===== src/rtl/apa102_pkg.sv =====
// apa102_pkg
//   Shared constants, helper function and FSM state type for the APA102
//   frame streamer.
//   - START_BYTES : zero bytes that open every frame
//   - HDR_PREFIX  : fixed top bits of each LED header byte
//   - END_FILL    : fill value of the closing bytes
//   - end_bytes() : closing byte count needed to clock data through a chain
//   - state_t     : streamer FSM encoding
package apa102_pkg;

  localparam int         START_BYTES = 4;
  localparam logic [2:0] HDR_PREFIX  = 3'b111;
  localparam logic [7:0] START_FILL  = 8'h00;
  localparam logic [7:0] END_FILL    = 8'hFF;

  // Each LED delays the clock by half a bit, so the chain needs one extra
  // SCK edge per two LEDs: one closing byte per 16 LEDs, rounded up.
  function automatic int end_bytes(input int leds);
    return (leds + 15) / 16;
  endfunction

  typedef enum logic [2:0] {
    ST_IDLE     = 3'd0,
    ST_START    = 3'd1,
    ST_LED_HDR  = 3'd2,
    ST_LED_DATA = 3'd3,
    ST_END      = 3'd4,
    ST_DONE     = 3'd5
  } state_t;

endpackage


===== src/rtl/apa102_spi_streamer_if.sv =====
// apa102_spi_streamer_if
//   Bundles the streamer's buffer-side and SPI-side signals.
//   - frame_valid : pulse, a new frame is readable in the buffer
//   - rd_addr     : buffer read address
//   - rd_data     : buffer read data, combinational from rd_addr
//   - sck, mosi   : mode-0 SPI link, MSB first
//   - busy        : frame on the wire
//   - frame_done  : pulse after the last end-frame bit
//   Modport master is the streamer; slave is the buffer/pin side.
interface apa102_spi_streamer_if #(
  parameter int ADDR_WIDTH = 7
);

  logic                  frame_valid;
  logic [ADDR_WIDTH-1:0] rd_addr;
  logic [7:0]            rd_data;
  logic                  sck;
  logic                  mosi;
  logic                  busy;
  logic                  frame_done;

  modport master (
    input  frame_valid, rd_data,
    output rd_addr, sck, mosi, busy, frame_done
  );

  modport slave (
    output frame_valid, rd_data,
    input  rd_addr, sck, mosi, busy, frame_done
  );

endinterface


===== src/rtl/spi_byte_tx.sv =====
// spi_byte_tx
//   Mode-0 SPI byte shifter with a clock divider. Each bit presents MOSI,
//   holds SCK low for CLK_DIV cycles, then high for CLK_DIV cycles.
//   - i_clk, i_rst_n : clock, synchronous active-low reset
//   - i_load, i_byte : load a byte; first bit appears the next cycle
//   - o_ready        : idle, or last cycle of bit 0 (gapless reload point)
//   - o_sck, o_mosi  : SPI outputs, both low while idle
module spi_byte_tx #(
  parameter int CLK_DIV = 2
) (
  input  logic       i_clk,
  input  logic       i_rst_n,
  input  logic       i_load,
  input  logic [7:0] i_byte,
  output logic       o_ready,
  output logic       o_sck,
  output logic       o_mosi
);

  localparam int               DIV_W    = $clog2(CLK_DIV) + 1;
  localparam logic [DIV_W-1:0] DIV_LAST = DIV_W'(CLK_DIV - 1);

  logic             active;
  logic [7:0]       shreg;
  logic [2:0]       bit_cnt;
  logic [DIV_W-1:0] div_cnt;
  logic             sck_q;
  logic             half_end;

  assign half_end = (div_cnt == DIV_LAST);
  assign o_ready  = !active || (sck_q && half_end && (bit_cnt == 3'd0));
  assign o_sck    = sck_q;
  assign o_mosi   = active & shreg[7];

  // NOTE: sequential state uses non-blocking assignments so every register
  // samples the pre-edge values regardless of statement order.
  always_ff @(posedge i_clk) begin
    if (!i_rst_n) begin
      active  <= 1'b0;
      shreg   <= '0;
      bit_cnt <= '0;
      div_cnt <= '0;
      sck_q   <= 1'b0;
    end else if (i_load) begin
      active  <= 1'b1;
      shreg   <= i_byte;
      bit_cnt <= 3'd7;
      div_cnt <= '0;
      sck_q   <= 1'b0;
    end else if (active) begin
      if (!half_end) begin
        div_cnt <= div_cnt + 1'b1;
      end else begin
        div_cnt <= '0;
        sck_q   <= ~sck_q;
        // End of the high half closes the bit: advance or go idle.
        if (sck_q) begin
          if (bit_cnt == 3'd0) begin
            active <= 1'b0;
          end else begin
            bit_cnt <= bit_cnt - 3'd1;
            shreg   <= {shreg[6:0], 1'b0};
          end
        end
      end
    end
  end

endmodule


===== src/rtl/apa102_spi_streamer.sv =====
// apa102_spi_streamer
//   Streams one APA102 frame per buffer frame: 4 zero bytes, then per LED a
//   {111,BRIGHTNESS} header followed by B, G, R read from the buffer, then
//   end_bytes(LEDS) bytes of 0xFF. Requests arriving mid-frame are held in a
//   single pending flag and start the next frame straight after DONE.
//   - i_clk, i_rst_n : clock, synchronous active-low reset
//   - bus (master)   : frame_valid in, rd_addr/rd_data buffer read port,
//                      sck/mosi SPI out, busy and frame_done status
module apa102_spi_streamer #(
  parameter int         LEDS       = 30,
  parameter int         ADDR_WIDTH = $clog2(LEDS * 3),
  parameter int         CLK_DIV    = 2,
  parameter logic [4:0] BRIGHTNESS = 5'd31
) (
  input  logic                  i_clk,
  input  logic                  i_rst_n,
  apa102_spi_streamer_if.master bus
);

  import apa102_pkg::*;

  localparam int END_BYTES = end_bytes(LEDS);
  localparam int LED_W     = $clog2(LEDS);
  localparam int CNT_W     = $clog2(START_BYTES + END_BYTES);

  localparam logic [CNT_W-1:0] START_LAST = CNT_W'(START_BYTES - 1);
  localparam logic [CNT_W-1:0] END_LAST   = CNT_W'(END_BYTES - 1);
  localparam logic [LED_W-1:0] LED_LAST   = LED_W'(LEDS - 1);
  localparam logic [7:0]       HDR_BYTE   = {HDR_PREFIX, BRIGHTNESS};

  state_t                state_q, state_d;
  logic [CNT_W-1:0]      byte_cnt_q, byte_cnt_d;
  logic [LED_W-1:0]      led_q, led_d;
  logic [1:0]            sub_q, sub_d;
  logic                  pending_q, pending_d;
  logic [ADDR_WIDTH-1:0] addr_q, addr_d;
  logic [ADDR_WIDTH-1:0] led_base;

  logic       load;
  logic       use_data;
  logic [7:0] fill_byte;
  logic [7:0] tx_byte;
  logic       tx_ready;
  logic       busy;

  assign busy = state_q inside {ST_START, ST_LED_HDR, ST_LED_DATA, ST_END};

  // Next-byte selection. This block never reads rd_data, so the external
  // combinational rd_addr -> rd_data path cannot close a loop through it.
  // NOTE: every variable gets a default before the case so no path through
  // the block leaves one unassigned and infers a latch.
  always_comb begin
    state_d    = state_q;
    byte_cnt_d = byte_cnt_q;
    led_d      = led_q;
    sub_d      = sub_q;
    pending_d  = pending_q;
    addr_d     = addr_q;
    load       = 1'b0;
    use_data   = 1'b0;
    fill_byte  = START_FILL;
    led_base   = ADDR_WIDTH'(led_q) * ADDR_WIDTH'(3);

    case (state_q)
      ST_IDLE, ST_DONE: begin
        // Loading here puts the first start bit on MOSI as busy rises.
        if (bus.frame_valid || pending_q) begin
          state_d    = ST_START;
          byte_cnt_d = '0;
          pending_d  = 1'b0;
          load       = 1'b1;
        end else begin
          state_d = ST_IDLE;
        end
      end

      ST_START: begin
        if (tx_ready) begin
          load = 1'b1;
          if (byte_cnt_q == START_LAST) begin
            state_d   = ST_LED_HDR;
            led_d     = '0;
            fill_byte = HDR_BYTE;
          end else begin
            byte_cnt_d = byte_cnt_q + 1'b1;
          end
        end
      end

      ST_LED_HDR: begin
        if (tx_ready) begin
          load     = 1'b1;
          use_data = 1'b1;
          state_d  = ST_LED_DATA;
          sub_d    = 2'd0;
          addr_d   = led_base + ADDR_WIDTH'(2);
        end
      end

      ST_LED_DATA: begin
        if (tx_ready) begin
          load = 1'b1;
          if (sub_q == 2'd0) begin
            use_data = 1'b1;
            sub_d    = 2'd1;
            addr_d   = led_base + ADDR_WIDTH'(1);
          end else if (sub_q == 2'd1) begin
            use_data = 1'b1;
            sub_d    = 2'd2;
            addr_d   = led_base;
          end else if (led_q == LED_LAST) begin
            state_d    = ST_END;
            byte_cnt_d = '0;
            fill_byte  = END_FILL;
          end else begin
            state_d   = ST_LED_HDR;
            led_d     = led_q + 1'b1;
            fill_byte = HDR_BYTE;
          end
        end
      end

      ST_END: begin
        if (tx_ready) begin
          if (byte_cnt_q == END_LAST) begin
            state_d = ST_DONE;
          end else begin
            load       = 1'b1;
            byte_cnt_d = byte_cnt_q + 1'b1;
            fill_byte  = END_FILL;
          end
        end
      end

      default: state_d = ST_IDLE;
    endcase

    // A pulse during DONE is consumed by the case above, not parked here.
    if (bus.frame_valid && busy) begin
      pending_d = 1'b1;
    end

    if (!i_rst_n) begin
      load   = 1'b0;
      addr_d = '0;
    end
  end

  assign bus.rd_addr = addr_d;
  assign tx_byte     = use_data ? bus.rd_data : fill_byte;

  always_ff @(posedge i_clk) begin
    if (!i_rst_n) begin
      state_q    <= ST_IDLE;
      byte_cnt_q <= '0;
      led_q      <= '0;
      sub_q      <= '0;
      pending_q  <= 1'b0;
      addr_q     <= '0;
    end else begin
      state_q    <= state_d;
      byte_cnt_q <= byte_cnt_d;
      led_q      <= led_d;
      sub_q      <= sub_d;
      pending_q  <= pending_d;
      addr_q     <= addr_d;
    end
  end

  spi_byte_tx #(
    .CLK_DIV (CLK_DIV)
  ) u_tx (
    .i_clk   (i_clk),
    .i_rst_n (i_rst_n),
    .i_load  (load),
    .i_byte  (tx_byte),
    .o_ready (tx_ready),
    .o_sck   (bus.sck),
    .o_mosi  (bus.mosi)
  );

  assign bus.busy       = busy;
  assign bus.frame_done = (state_q == ST_DONE);

endmodule


===== src/flat_wrapper.sv =====
// flat-port wrapper written by rule: the top's interface ports become plain ports
module apa102_spi_streamer_flat import apa102_pkg::*;
#(
  parameter int         LEDS       = 30,
  parameter int         ADDR_WIDTH = $clog2(LEDS * 3),
  parameter int         CLK_DIV    = 2,
  parameter logic [4:0] BRIGHTNESS = 5'd31
)
  (i_clk, i_rst_n, bus_frame_valid, bus_rd_data, bus_rd_addr, bus_sck, bus_mosi, bus_busy, bus_frame_done);
  apa102_spi_streamer_if #(.ADDR_WIDTH(ADDR_WIDTH)) bus_i ();
  input  logic i_clk;
  input  logic i_rst_n;
  input wire logic [$bits(bus_i.frame_valid)-1:0] bus_frame_valid;
  input wire logic [$bits(bus_i.rd_data)-1:0] bus_rd_data;
  output wire logic [$bits(bus_i.rd_addr)-1:0] bus_rd_addr;
  output wire logic [$bits(bus_i.sck)-1:0] bus_sck;
  output wire logic [$bits(bus_i.mosi)-1:0] bus_mosi;
  output wire logic [$bits(bus_i.busy)-1:0] bus_busy;
  output wire logic [$bits(bus_i.frame_done)-1:0] bus_frame_done;
  assign bus_i.frame_valid = bus_frame_valid;
  assign bus_i.rd_data = bus_rd_data;
  assign bus_rd_addr = bus_i.rd_addr;
  assign bus_sck = bus_i.sck;
  assign bus_mosi = bus_i.mosi;
  assign bus_busy = bus_i.busy;
  assign bus_frame_done = bus_i.frame_done;
  apa102_spi_streamer #(.LEDS(LEDS), .ADDR_WIDTH(ADDR_WIDTH), .CLK_DIV(CLK_DIV), .BRIGHTNESS(BRIGHTNESS)) u_core (.i_clk(i_clk), .i_rst_n(i_rst_n), .bus(bus_i));
endmodule

===== config.mk =====
export PLATFORM = sky130hd
export DESIGN_NAME = apa102_spi_streamer_flat
export DESIGN_NICKNAME = d
export VERILOG_FILES = /design/src/rtl/apa102_pkg.sv /design/src/rtl/apa102_spi_streamer_if.sv /design/src/rtl/spi_byte_tx.sv /design/src/rtl/apa102_spi_streamer.sv /design/src/flat_wrapper.sv
export SDC_FILE = /design/constraint.sdc
export NUM_CORES = 1
export LEC_CHECK = 0
export CORE_ASPECT_RATIO = 1.5
export CORE_UTILIZATION = 52
export DETAILED_ROUTE_END_ITERATION = 10
export PLACE_DENSITY = 0.78
export SYNTH_ARGS = -nofsm -noshare
export SYNTH_HDL_FRONTEND = slang
export SYNTH_SLANG_ARGS = --single-unit

===== constraint.sdc =====
create_clock -name i_clk -period 2.3 [get_ports i_clk]
set_input_delay 0.345 -clock i_clk [delete_from_list [all_inputs] [get_ports i_clk]]
set_output_delay 0.345 -clock i_clk [all_outputs]
set_load 0.02 [all_outputs]

==> results.txt, run 1 <==
----------------------------------------------------
[Detailed routing]
  Drc violations ... 2
  DR iter-0 viols ... 180
  Count of vias placed by the detailed router ... 2,526
  Vias per Instance ... 5.820
  Number of detailed-route iterations in the first pass ... 7
  Post-detailed-route count of antenna-violating nets ... 0
  Mean routed wirelength per cell ... 16.00 microns
  Total wirelength of the detailed-routed design ... 6945 microns

[Floorplan]
  Overall die area ... 0.005000 sq mm
  Number of primary I/O pins ... 22
  Vertical die dimension ... 86.11 microns
  Core outline area ... approximately 0.0045 sq mm
  Cell Rows ... 30
  Width of the chip ... 58.07 microns
  Starting Density ... 0.5399

[Place]
  Quantity of I/O buffers inserted on ports ... 21
  Cell count after placement ... 414
  Worst setup slack after placement ... -620.5 ps
  Sum of net half-perimeters after detailed placement ... 4606 microns
  Placed cell areas ... 0.003113 sq mm
  Routability congestion estimate from global placement ... 0.8569

[Synthesis]
  Netlist area before placement ... between 0.002 and 0.0025 sq mm
  Top cells by area in the synthesized netlist ... sky130_fd_sc_hd__dfxtp_1 (29%), sky130_fd_sc_hd__ha_1 (6.6%), sky130_fd_sc_hd__a21oi_1 (4.1%)
  Yosys Warn Count ... 0
  Portion of synthesized cell area occupied by the leading cell type ... 0.2939
  Synthesized area divided by synthesized cell count ... 8.427 sq um
  Most used flip-flop cell after synthesis ... sky130_fd_sc_hd__dfxtp_1
  Register bit total from synthesis ... 36
  Top cell type by total area after synthesis ... sky130_fd_sc_hd__dfxtp_1
  Sequential cell area fraction in the yosys report ... 0.2939
  Number of synthesized flops with an enable pin ... 0
  Mapped Cells ... about 290
  Commonest cells post-synth ... sky130_fd_sc_hd__dfxtp_1 (36), sky130_fd_sc_hd__nand2_1 (21), sky130_fd_sc_hd__nor2_1 (21)
  Proportion of synthesized flip-flops having asynchronous set or reset ... 0
  Unique cell type count in the Yosys netlist ... 64
  Mapped Nets ... 316
  Most repeated cell in the gate-level netlist after synthesis ... sky130_fd_sc_hd__dfxtp_1

[Layout]
  Fraction of final layout cells with drive strength greater than 1 ... 0.3622
  Synth-to-Final Area Change ... 39.54%
  Summed area of non-filler cells in the final layout ... 0.003422 sq mm
  Final instance count without filler cells ... roughly 430
  NumNets Final ... 394
  Inserted Diodes ... 0
  Utilization after layout ... 0.7534

[Critical path]
  Crit path max fanout ... 3
  Crit Path Category ... flip-flop to output port
  Setup crit end kind ... output port
  R2R Setup Slk ... -140 ps
  Startpoint kind of the worst setup timing path ... flip-flop
  Required time of the critical path ... 1960 ps
  Number of buffers and inverters on the critical path ... 2
  Slowest stage cell on the critical path ... sky130_fd_sc_hd__or3_4
  Source of the worst register-to-register timing path ... u_core.u_tx.bit_cnt[0]$_SDFFE_PN0P_
  Arrival @ worst endpoint ... 2400 ps
  Worst R2R Path Depth ... 15
  Capturing point of the worst reg2reg path ... u_core.addr_q[4]$_SDFF_PN0_
  Delay of the slowest cell on the worst path ... 400 ps
  Crit path cell chain ... ha_4 > inv_2 > fa_2 > xor2_2 > or3_4 > o311a_4 > a211oi_4 > buf_6
  Family of cells with the greatest summed delay on the critical path ... adder cells

[Timing]
  Final worst path period need ... 2744 ps
  Setup_tns ... -1870 ps
  Final setup skew ... 3.276 ps
  Max Slew Vio Count ... 0
  Slew @ Worst Pin ... 618.0 ps
  Fin worst setup slack ... -443.7 ps
  Final-report hold violation count ... 0
  Relative slew slack ... 0.5853
  Setup violation total in the final timing report ... 7
  Achievable clock frequency ... 364.5 MHz
  Post-route clock period utilization ... 1.193
  RSZ-0062 raised after global routing ... yes

[Pwr]
  Switching power of the nets ... 372.3 uW
  Share of power burned in registers ... 0.480
  Clock network power share ... 0.358
  VDD IR max ... 0.2507 mV
  Power density of the placed cells ... around 390 mW/mm^2
  Total internal power ... 975.0 uW
  Leak ... 1.349 nW
  Part of the power in combinational logic ... 0.163
  Sw Ratio ... 0.2763

[CTS]
  Clock latency at the later pin of the worst-skew pair ... 290 ps
  Clock net sink count ... 36
  Clock tree from TritonCTS ... done
  Total CTS buffers ... 5
  Root buffer selected by CTS ... sky130_fd_sc_hd__clkbuf_8
  Hold-fix buffers at CTS ... 0
  # H-tree levels ... 2
  Clock Pin Slew Worst Setup and Hold Paths ... 80 ps
  Deepest clock path buffer count ... 2

[Worst hold path]
  Min-delay worst type ... flip-flop to flip-flop
  Startpoint of the tightest hold check path ... u_core.byte_cnt_q[1]$_SDFFE_PN0P_
  Min-Delay Endpoint ... u_core.byte_cnt_q[1]$_SDFFE_PN0P_
  Hold path depth ... 2

[Global route]
  M3 GR Usage ... 0.04827
  Global router's overall resource usage ... 0.2847
  Busiest layer in global routing ... met2
  Grt ovf ... 0
  Met1 usage ... 0.3066
  Antenna violations before repair ... 0
  Pin count of the biggest net entering global routing ... 18
  Global-route wire length before repair ... 11,030 microns
  GRT met2 Usage ... 0.5246
  Via count of the first global-routing pass ... 2,453

[Outcome]
  Violated checks ... design-rule violations, negative setup slack
  Run status ... complete, but fails checks

[Job]
  Reported max-cap violation count ... 0

----------------------------------------------------
-- worst min-delay path: cells and delay by family, from the launching register on --
| family | cells | cell delay (ps) |
|---|---|---|
| flops | 1 | 330 |
| mux | 1 | 50 |
| simple gates | 1 | 60 |
-- power groups by stage --
stage	clock network, mW	logic, mW	registers, mW
2_1_floorplan	0	0.126	0.658
3_3_place_gp	0	0.197	0.659
3_5_place_dp	0	0.200	0.659
4_1_cts	0.492	0.211	0.645
5_1_grt	0.517	0.237	0.648
6_report	0.482	0.219	0.646
-- repair_timing --
item                                    in CTS  in global routing
gates cloned                                 0                  0
pin swaps                                    9                  4
gates resized for setup                     63                 12
buffers inserted                             8                  4
hold endpoints to repair                     0                  0
endpoints found under the setup margin       7                  8
-- per-stage QoR --
stage	hold slack [ps]	power, mW
3_5_place_dp	478.3	0.8596
4_1_cts	488.8	1.348
5_1_grt	507.7	1.402
3_3_place_gp	460.2	0.8552
6_report	482.6	1.347
2_1_floorplan	443.5	0.7840
-- cells in the final DEF (no fill, tap or decap), types with 3 or more instances in the layout --
cell type,instances
sky130_fd_sc_hd__xnor2_1,7
sky130_fd_sc_hd__nand3_1,7
sky130_fd_sc_hd__a21oi_2,4
sky130_fd_sc_hd__nand2_1,21
sky130_fd_sc_hd__o211ai_1,3
sky130_fd_sc_hd__a31oi_1,13
sky130_fd_sc_hd__dfxtp_1,33
sky130_fd_sc_hd__nand3_2,3
sky130_fd_sc_hd__o21ai_0,6
sky130_fd_sc_hd__ha_4,3
sky130_fd_sc_hd__inv_2,4
sky130_fd_sc_hd__clkbuf_8,6
sky130_fd_sc_hd__nor3_1,7
sky130_fd_sc_hd__buf_6,7
sky130_fd_sc_hd__o21ai_1,4
sky130_fd_sc_hd__nand2_2,3
sky130_fd_sc_hd__clkdlybuf4s50_1,14
sky130_fd_sc_hd__a21oi_1,16
sky130_fd_sc_hd__mux2_2,7
sky130_fd_sc_hd__a211oi_1,6
sky130_fd_sc_hd__buf_4,64
sky130_fd_sc_hd__nand2b_1,11
sky130_fd_sc_hd__nor4_1,3
sky130_fd_sc_hd__nand4_1,9
sky130_fd_sc_hd__nor2_1,21
sky130_fd_sc_hd__inv_1,9
sky130_fd_sc_hd__ha_1,10
sky130_fd_sc_hd__mux2i_1,6
sky130_fd_sc_hd__and3_1,3
sky130_fd_sc_hd__nor2b_1,3
-- logic make-up (layout without fill, tap and decap cells) --
kind of cell | after synthesis | after routing | synth area share
buffers and inverters | 30 | 109 | 0.05663
and+or+nand+nor | 105 | 105 | 0.2316
DFF | 36 | 36 | 0.2939
xor gates and xnor gates | 10 | 10 | 0.03572
AOI/OAI and AO/OA | 83 | 83 | 0.2510
adders and majority gates | 14 | 14 | 0.07449
muxes | 13 | 13 | 0.05664
-- registers in the layout (all words and copies together), names as in the netlist --
register / cells
u_core.addr_q: 7
u_core.byte_cnt_q: 3
u_core.led_q: 5
u_core.pending_q: 1
u_core.state_q: 3
u_core.sub_q: 2
u_core.u_tx.active: 1
u_core.u_tx.bit_cnt: 3
u_core.u_tx.div_cnt: 2
u_core.u_tx.o_sck: 1
u_core.u_tx.shreg: 8
-- worst max-delay path by stage --
stage	startpoint	end	cells after the start
2_1_floorplan	u_core.led_q[0]$_SDFFE_PN0P_	bus_rd_addr[6]	7
3_3_place_gp	u_core.led_q[0]$_SDFFE_PN0P_	bus_rd_addr[6]	8
3_5_place_dp	u_core.led_q[1]$_SDFFE_PN0P_	bus_rd_addr[6]	8
4_1_cts	u_core.led_q[1]$_SDFFE_PN0P_	bus_rd_addr[6]	8
5_1_grt	u_core.led_q[1]$_SDFFE_PN0P_	bus_rd_addr[6]	10
6_report	u_core.led_q[1]$_SDFFE_PN0P_	bus_rd_addr[6]	8
-- metal layers --
layer,share of wire,wire length (microns)
met5,0,0
met4,0.039,269
met3,0.041,285
met2,0.53,3687
met1,0.39,2702
-- final cells by class --
type / count / area [sq um]
inverters: 15 / 61.31
multi-input cells: 225 / 1757
clock inverters: 2 / 10.01
flip-flops and latches: 36 / 726.9
clock buffers: 6 / 82.58
fillers: 307 / 1120
repair buffers: 86 / 704.4
well taps: 64 / 80.08
Note: power is estimated with default switching activity, not from simulation.
==> run 2: changes to the inputs <==
--- a/config.mk
+++ b/config.mk
@@ -6,9 +6,9 @@
 export NUM_CORES = 1
 export LEC_CHECK = 0
 export CORE_ASPECT_RATIO = 1.5
-export CORE_UTILIZATION = 52
+export CORE_UTILIZATION = 58
 export DETAILED_ROUTE_END_ITERATION = 10
-export PLACE_DENSITY = 0.78
+export PLACE_DENSITY = 0.82
 export SYNTH_ARGS = -nofsm -noshare
 export SYNTH_HDL_FRONTEND = slang
 export SYNTH_SLANG_ARGS = --single-unit
==> constraint.sdc (replaced) <==
create_clock -name i_clk -period 2.6 [get_ports i_clk]
set_input_delay 0.39 -clock i_clk [delete_from_list [all_inputs] [get_ports i_clk]]
set_output_delay 0.39 -clock i_clk [all_outputs]
set_load 0.02 [all_outputs]
==> results.txt, run 2 (synthesis gave the netlist of run 1 again) <==
----------------------------------------------------
[Detailed routing]
  Drc violations ... 0 (-2)
  Count of vias placed by the detailed router ... 2,650 (+4.9%)
  DR iter-0 viols ... 160 (-11%)
  Total wirelength of the detailed-routed design ... 8240 microns (+19%)
  Post-detailed-route count of antenna-violating nets ... 0 (unchanged)
  Mean routed wirelength per cell ... 20.50 microns (+28%)
  Number of detailed-route iterations in the first pass ... 5 (-2)
  Vias per Instance ... 6.592 (+13%)

[CTS]
  Deepest clock path buffer count ... 2 (unchanged)
  Root buffer selected by CTS ... sky130_fd_sc_hd__clkbuf_8
  Clock tree from TritonCTS ... done
  Clock Pin Slew Worst Setup and Hold Paths ... 80 ps (about the same)
  # H-tree levels ... 2 (unchanged)
  Total CTS buffers ... 5 (unchanged)
  Clock net sink count ... 36 (unchanged)
  Clock latency at the later pin of the worst-skew pair ... 300 ps (about the same)

[Layout]
  NumNets Final ... 381 (-3.3%)
  Fraction of final layout cells with drive strength greater than 1 ... 0.3501 (-0.01202)
  Most flops, register ... u_core.u_tx.shreg
  Commonest cells after routing, fill and taps aside ... sky130_fd_sc_hd__buf_4 (52), sky130_fd_sc_hd__dfxtp_1 (32), sky130_fd_sc_hd__nand2_1 (21)
  Utilization after layout ... 0.8327 (+0.07926)
  Number of flip-flops under the largest register name ... 8 (unchanged)
  Most common cell after layout, fill and taps aside ... sky130_fd_sc_hd__buf_4
  Summed area of non-filler cells in the final layout ... 0.003326 sq mm (-2.8%)
  Final instance count without filler cells ... 402 (-7.4%)
  Synth-to-Final Area Change ... 35.61%
  Biggest regs ... u_core.u_tx.shreg x8, u_core.addr_q x7, u_core.led_q x5
  Number of filler cells placed in the layout ... 223 (-27%)
  Inserted Diodes ... 0 (unchanged)

[Floorplan]
  Cell Rows ... 28 (-6.7%)
  Width of the chip ... 55.09 microns (-5.1%)
  Core outline area ... 0.003994 sq mm (-12%)
  Overall die area ... 0.004498 sq mm (-10%)
  Starting Density ... 0.6140 (+0.07409)
  Number of primary I/O pins ... 22 (unchanged)
  Vertical die dimension ... 81.64 microns (-5.2%)

[Timing]
  Max Slew Vio Count ... 0 (unchanged)
  Setup_tns ... -1337 ps (+532.4 ps)
  Fin worst setup slack ... -407.7 ps (+35.98 ps)
  RSZ-0062 raised after global routing ... yes
  Final setup skew ... 6.581 ps (+3.305 ps)
  Post-route clock period utilization ... 1.157
  Relative slew slack ... 0.5295 (-0.05572)
  Achievable clock frequency ... 332.5 MHz
  Slew @ Worst Pin ... 698.3 ps (+80.35 ps)
  Setup violation total in the final timing report ... 6 (-1)
  Final worst path period need ... about 3000 ps
  Final-report hold violation count ... 0 (unchanged)

[Job]
  Reported max-cap violation count ... 0 (unchanged)

[Critical path]
  Required time of the critical path ... 2210 ps (+250 ps)
  Setup crit end kind ... output port
  Crit path max fanout ... 3 (unchanged)
  R2R Setup Slk ... 290 ps (+430 ps)
  Crit Path Category ... flip-flop to output port
  Startpoint kind of the worst setup timing path ... flip-flop
  Arrival @ worst endpoint ... 2620 ps (+220 ps)

[Place]
  Placed cell areas ... 0.002995 sq mm (-3.8%)
  Routability congestion estimate from global placement ... 0.7868 (-8.2%)
  Quantity of I/O buffers inserted on ports ... 21 (unchanged)
  Cell count after placement ... 386 (-6.8%)
  Sum of net half-perimeters after detailed placement ... 4528 microns (-1.7%)

[Worst hold path]
  Min-delay worst type ... flip-flop to flip-flop

[Outcome]
  Run status ... complete, but fails checks
  Violated checks ... negative setup slack

[Global route]
  Grt ovf ... 0 (unchanged)
  Antenna violations before repair ... 0 (unchanged)
  Global-route wire length before repair ... 10,330 microns (-6.4%)
  Via count of the first global-routing pass ... 2,269 (-7.5%)
  Global router's overall resource usage ... 0.3218 (+0.03719)
  Pin count of the biggest net entering global routing ... 18 (unchanged)

[Pwr]
  Power density of the placed cells ... 370.5 mW/mm^2 (-5.9%)
  VDD IR max ... 0.3303 mV (+32%)
  Leak ... 1.294 nW (-4.1%)

----------------------------------------------------
[run 2: final cells by class]
type                            instances  area [sq um]  area share
Clock inverter                          2         12.51    0.003762
Tap cell                               45         56.30     0.01693
Timing Repair Buffer                   73         596.8      0.1795
Multi-Input combinational cell        225          1779      0.5350
Sequential cell                        36         730.7      0.2197
Inverter                               15         56.30     0.01693
Clock buffer                            6         93.84     0.02822
[run 2: worst paths after layout]
check                                            from                                   to  depth (start not counted)
hold reg to reg   u_core.u_tx.div_cnt[1]$_SDFFE_PP0P_  u_core.u_tx.div_cnt[1]$_SDFFE_PP0P_                          2
hold / removal    u_core.u_tx.div_cnt[1]$_SDFFE_PP0P_  u_core.u_tx.div_cnt[1]$_SDFFE_PP0P_                          2
setup / recovery         u_core.led_q[1]$_SDFFE_PN0P_                       bus_rd_addr[6]                          9
setup reg to reg         u_core.led_q[1]$_SDFFE_PN0P_          u_core.addr_q[6]$_SDFF_PN0_                          8
[run 2: where the power goes]
group / internal (mW) / leakage (nW) / switching (mW)
Sequential: 0.561 / 0.295 / 0.00955
Clock: 0.245 / 0.0523 / 0.233
Combinational: 0.0795 / 0.948 / 0.104
[run 2: timing repair]
item	CTS	global route
hold buffers	0	0
setup endpoints to repair	7	7
pin swaps	4	11
setup buffers	1	7
gates cloned	0	0
gates resized for setup	44	31
[run 2: metal layers]
| metal | routed length (microns) | share of wire | vias up | global-route usage |
|---|---|---|---|---|
| li1 | - | - | 1199 | - |
| met3 | 481 | 0.058 | 42 | 0.05370 |
| met4 | 412 | 0.050 | 0 | 0.1475 |
| met1 | 2931 | 0.36 | 1259 | 0.3442 |
| met5 | 0 | 0 | - | 0 |
| met2 | 4415 | 0.54 | 150 | 0.5843 |
[run 2: critical path, cell delays in order (launching register included)]
cell                       delay [ps]
sky130_fd_sc_hd__dfxtp_2          370
sky130_fd_sc_hd__inv_1            100
sky130_fd_sc_hd__buf_4            160
sky130_fd_sc_hd__ha_1             290
sky130_fd_sc_hd__nor2_1           230
sky130_fd_sc_hd__a21oi_2          100
sky130_fd_sc_hd__or3_4            360
sky130_fd_sc_hd__o311a_4          340
sky130_fd_sc_hd__a211oi_4         200
sky130_fd_sc_hd__buf_6            160
[run 2: metrics by stage]
| stage | power (mW) | hold WS (ps) | setup slack [ps] |
|---|---|---|---|
| finish | 1.232 | 473.9 | -407.7 |
| floorplan | 0.6936 | 443.5 | 27.49 |
| global route | 1.271 | 505.0 | -439.1 |
| CTS | 1.226 | 475.4 | -196.5 |
| global placement | 0.7529 | 456.6 | -422.1 |
| detailed placement | 0.7566 | 464.0 | -462.1 |
==> run 3: changes to the inputs <==
--- a/config.mk
+++ b/config.mk
@@ -9,6 +9,7 @@
 export CORE_UTILIZATION = 58
 export DETAILED_ROUTE_END_ITERATION = 10
 export PLACE_DENSITY = 0.82
+export SETUP_SLACK_MARGIN = 0.15
 export SYNTH_ARGS = -nofsm -noshare
 export SYNTH_HDL_FRONTEND = slang
 export SYNTH_SLANG_ARGS = --single-unit
==> results.txt, run 3 (synthesis gave the netlist of run 1 again) <==
----------------------------------------------------
[Job]
  Reported max-cap violation count ... 0 (unchanged)

[Detailed routing]
  DR iter-0 viols ... 266 (+66%)
  Mean routed wirelength per cell ... 25.13 microns (+23%)
  Drc violations ... 0 (unchanged)
  Post-detailed-route count of antenna-violating nets ... 0 (unchanged)
  Total wirelength of the detailed-routed design ... 10,400 microns (+26%)
  Number of detailed-route iterations in the first pass ... 5 (unchanged)
  Count of vias placed by the detailed router ... 2,929 (+11%)
  Vias per Instance ... 7.075 (+7.3%)

[Floorplan]
  Overall die area ... 0.004498 sq mm (unchanged)
  Width of the chip ... 55.09 microns (unchanged)
  Starting Density ... 0.6140 (unchanged)
  Vertical die dimension ... 81.64 microns (unchanged)
  Core outline area ... 0.003994 sq mm (unchanged)
  Cell Rows ... 28 (unchanged)
  Number of primary I/O pins ... 22 (unchanged)

[CTS]
  Clock net sink count ... 36 (unchanged)
  Deepest clock path buffer count ... 2 (unchanged)
  # H-tree levels ... 2 (unchanged)
  Clock Pin Slew Worst Setup and Hold Paths ... 90 ps (about the same)
  Clock latency at the later pin of the worst-skew pair ... 310 ps (about the same)
  Clock tree from TritonCTS ... done
  Root buffer selected by CTS ... sky130_fd_sc_hd__clkbuf_8
  Total CTS buffers ... 5 (unchanged)

[Place]
  Sum of net half-perimeters after detailed placement ... 4674 microns (+3.2%)
  Placed cell areas ... 0.003030 sq mm (+1.2%)
  Routability congestion estimate from global placement ... 0.7787 (-1.0%)
  Quantity of I/O buffers inserted on ports ... 21 (unchanged)

[Pwr]
  Leak ... 1.389 nW (+7.3%)
  Sw Ratio ... 0.2896 (+0.008338)
  Total power ... 1.267 mW (+2.8%)
  Clock network power share ... 0.379 (-0.009)
  Switching power of the nets ... 366.9 uW (+5.9%)
  Power density of the placed cells ... 357.8 mW/mm^2 (-3.4%)
  Share of power burned in registers ... 0.452 (-0.011)
  Total internal power ... 900.2 uW (+1.6%)
  Part of the power in combinational logic ... 0.169 (+0.020)
  VDD IR max ... 0.5260 mV (+59%)

[Critical path]
  Most numerous cell on the critical path ... sky130_fd_sc_hd__buf_6
  Crit path cell chain ... ha_4 > inv_2 > fa_2 > xor2_2 > buf_4 > buf_6 > nor2b_4 > o21ai_2 > o2111ai_4 > o211a_1 > buf_6
  Crit Path Category ... flip-flop to output port
  Required time of the critical path ... 2210 ps (about the same)
  Delay of the slowest cell on the worst path ... 380 ps (about the same)
  Setup crit end kind ... output port
  Startpoint kind of the worst setup timing path ... flip-flop
  Slowest stage cell on the critical path ... sky130_fd_sc_hd__dfxtp_4
  Crit path max fanout ... 5 (+2)
  Arrival @ worst endpoint ... 2560 ps (-60 ps)

[Layout]
  Synth-to-Final Area Change ... 44.39%
  Commonest cells after routing, fill and taps aside ... sky130_fd_sc_hd__buf_4 (59), sky130_fd_sc_hd__dfxtp_1 (30), sky130_fd_sc_hd__nand2_1 (21)
  Number of flip-flops under the largest register name ... 8 (unchanged)
  Fraction of final layout cells with drive strength greater than 1 ... 0.3984 (+0.04823)
  Inserted Diodes ... 0 (unchanged)
  Utilization after layout ... 0.8866 (+0.05388)
  Biggest regs ... u_core.u_tx.shreg x8, u_core.addr_q x7, u_core.led_q x5
  Summed area of non-filler cells in the final layout ... 0.003541 sq mm (+6.5%)
  Most common cell after layout, fill and taps aside ... sky130_fd_sc_hd__buf_4
  Most flops, register ... u_core.u_tx.shreg
  NumNets Final ... 393 (+3.1%)

[Global route]
  Pin count of the biggest net entering global routing ... 18 (unchanged)
  Grt ovf ... 0 (unchanged)
  Via count of the first global-routing pass ... 2,456 (+8.2%)
  Global-route wire length before repair ... 11,000 microns (+6.5%)
  Global router's overall resource usage ... 0.3442 (+0.02238)
  Antenna violations before repair ... 0 (unchanged)

[Outcome]
  Violated checks ... negative setup slack
  Run status ... complete, but fails checks

[Timing]
  Relative slew slack ... 0.5727 (+0.04315)
  Setup violation total in the final timing report ... 6 (unchanged)
  Achievable clock frequency ... 338.8 MHz (+1.9%)
  Final setup skew ... 12.54 ps (+5.954 ps)
  Max Slew Vio Count ... 0 (unchanged)
  Setup_tns ... -1193 ps (+144.6 ps)
  Slew @ Worst Pin ... 636.7 ps (-61.62 ps)
  Final worst path period need ... 2952 ps (-55.83 ps)
  Final-report hold violation count ... 0 (unchanged)
  Fin worst setup slack ... -351.8 ps (+55.83 ps)
  Post-route clock period utilization ... 1.135 (-0.02147)
  RSZ-0062 raised after global routing ... yes

[Worst hold path]
  Min-delay worst type ... flip-flop to flip-flop

----------------------------------------------------
-- run 3: changes by cell type in the layout (fill, tap and decap cells not counted), moves of 3 or more --
cell	previous run	this run
sky130_fd_sc_hd__buf_4	52	59
sky130_fd_sc_hd__inv_2	2	5
sky130_fd_sc_hd__a21oi_2	4	8
sky130_fd_sc_hd__a21oi_1	15	12
sky130_fd_sc_hd__inv_1	13	9
sky130_fd_sc_hd__buf_6	5	11
-- run 3: path summary, 6_finish.rpt --
kind	from	endpoint	slack, ps	depth (start not counted)
max	u_core.led_q[1]$_SDFFE_PN0P_	bus_rd_addr[3]	-350	11
min	u_core.u_tx.div_cnt[1]$_SDFFE_PP0P_	u_core.u_tx.div_cnt[1]$_SDFFE_PP0P_	500	2
max reg2reg	u_core.led_q[1]$_SDFFE_PN0P_	u_core.addr_q[3]$_SDFF_PN0_	160	12
min reg2reg	u_core.u_tx.div_cnt[1]$_SDFFE_PP0P_	u_core.u_tx.div_cnt[1]$_SDFFE_PP0P_	500	2
-- run 3: routing by layer --
metal | GRT usage | vias to the layer above | routed length [microns]
met3 | 0.06111 | 105 | 957
met1 | 0.3375 | 1358 | 3340
li1 | - | 1215 | -
met5 | 0 | - | 0
met4 | 0.1950 | 0 | 1028
met2 | 0.6373 | 251 | 5076
-- run 3: through the flow --
| step | hold slack [ps] | setup WS, ps | cells |
|---|---|---|---|
| final | 500.0 | -351.8 | 414 |
| after global routing | 507.1 | -511.2 | 414 |
| after CTS | 486.8 | -163.3 | 397 |
| after detailed placement | 475.6 | -362.2 | 386 |
| after global placement | 457.4 | -320.3 | 386 |
| after floorplan | 443.5 | 95.09 | 291 |
-- run 3: critical path, delay by kind of cell, from the launching register on --
kind                     cells  cell delay (ps)
adder cells (fa/ha/maj)      2              490
AO/OA/AOI/OAI                3              680
buffers and inverters        4              440
XOR/XNOR                     1              200
AND/OR/NAND/NOR              1               40
flip-flops                   1              380
-- run 3: final cells by class --
type / count / area (sq um)
Tap cell: 45 / 56.30
Clock buffer: 7 / 97.59
Fill cell: 173 / 452.9
Inverter: 15 / 58.81
Clock inverter: 1 / 5.005
Sequential cell: 36 / 733.2
Multi-Input combinational cell: 225 / 1863
Timing Repair Buffer: 85 / 726.9
-- run 3: power by group through the flow --
stage	Clock (mW)	Combinational, mW	Sequential (mW)
global route	0.497	0.225	0.574
CTS	0.463	0.181	0.570
floorplan	0	0.112	0.582
global placement	0	0.169	0.583
finish	0.481	0.214	0.573
detailed placement	0	0.174	0.584
-- run 3: what timing repair did --
item | 4_1_cts | 5_1_grt
pin swaps | 7 | 17
endpoints found under the hold margin | 0 | 0
cloned | 0 | 0
setup buffers | 3 | 17
hold buffers | 0 | 0
endpoints found under the setup margin | 7 | 7
resized for setup | 64 | 37
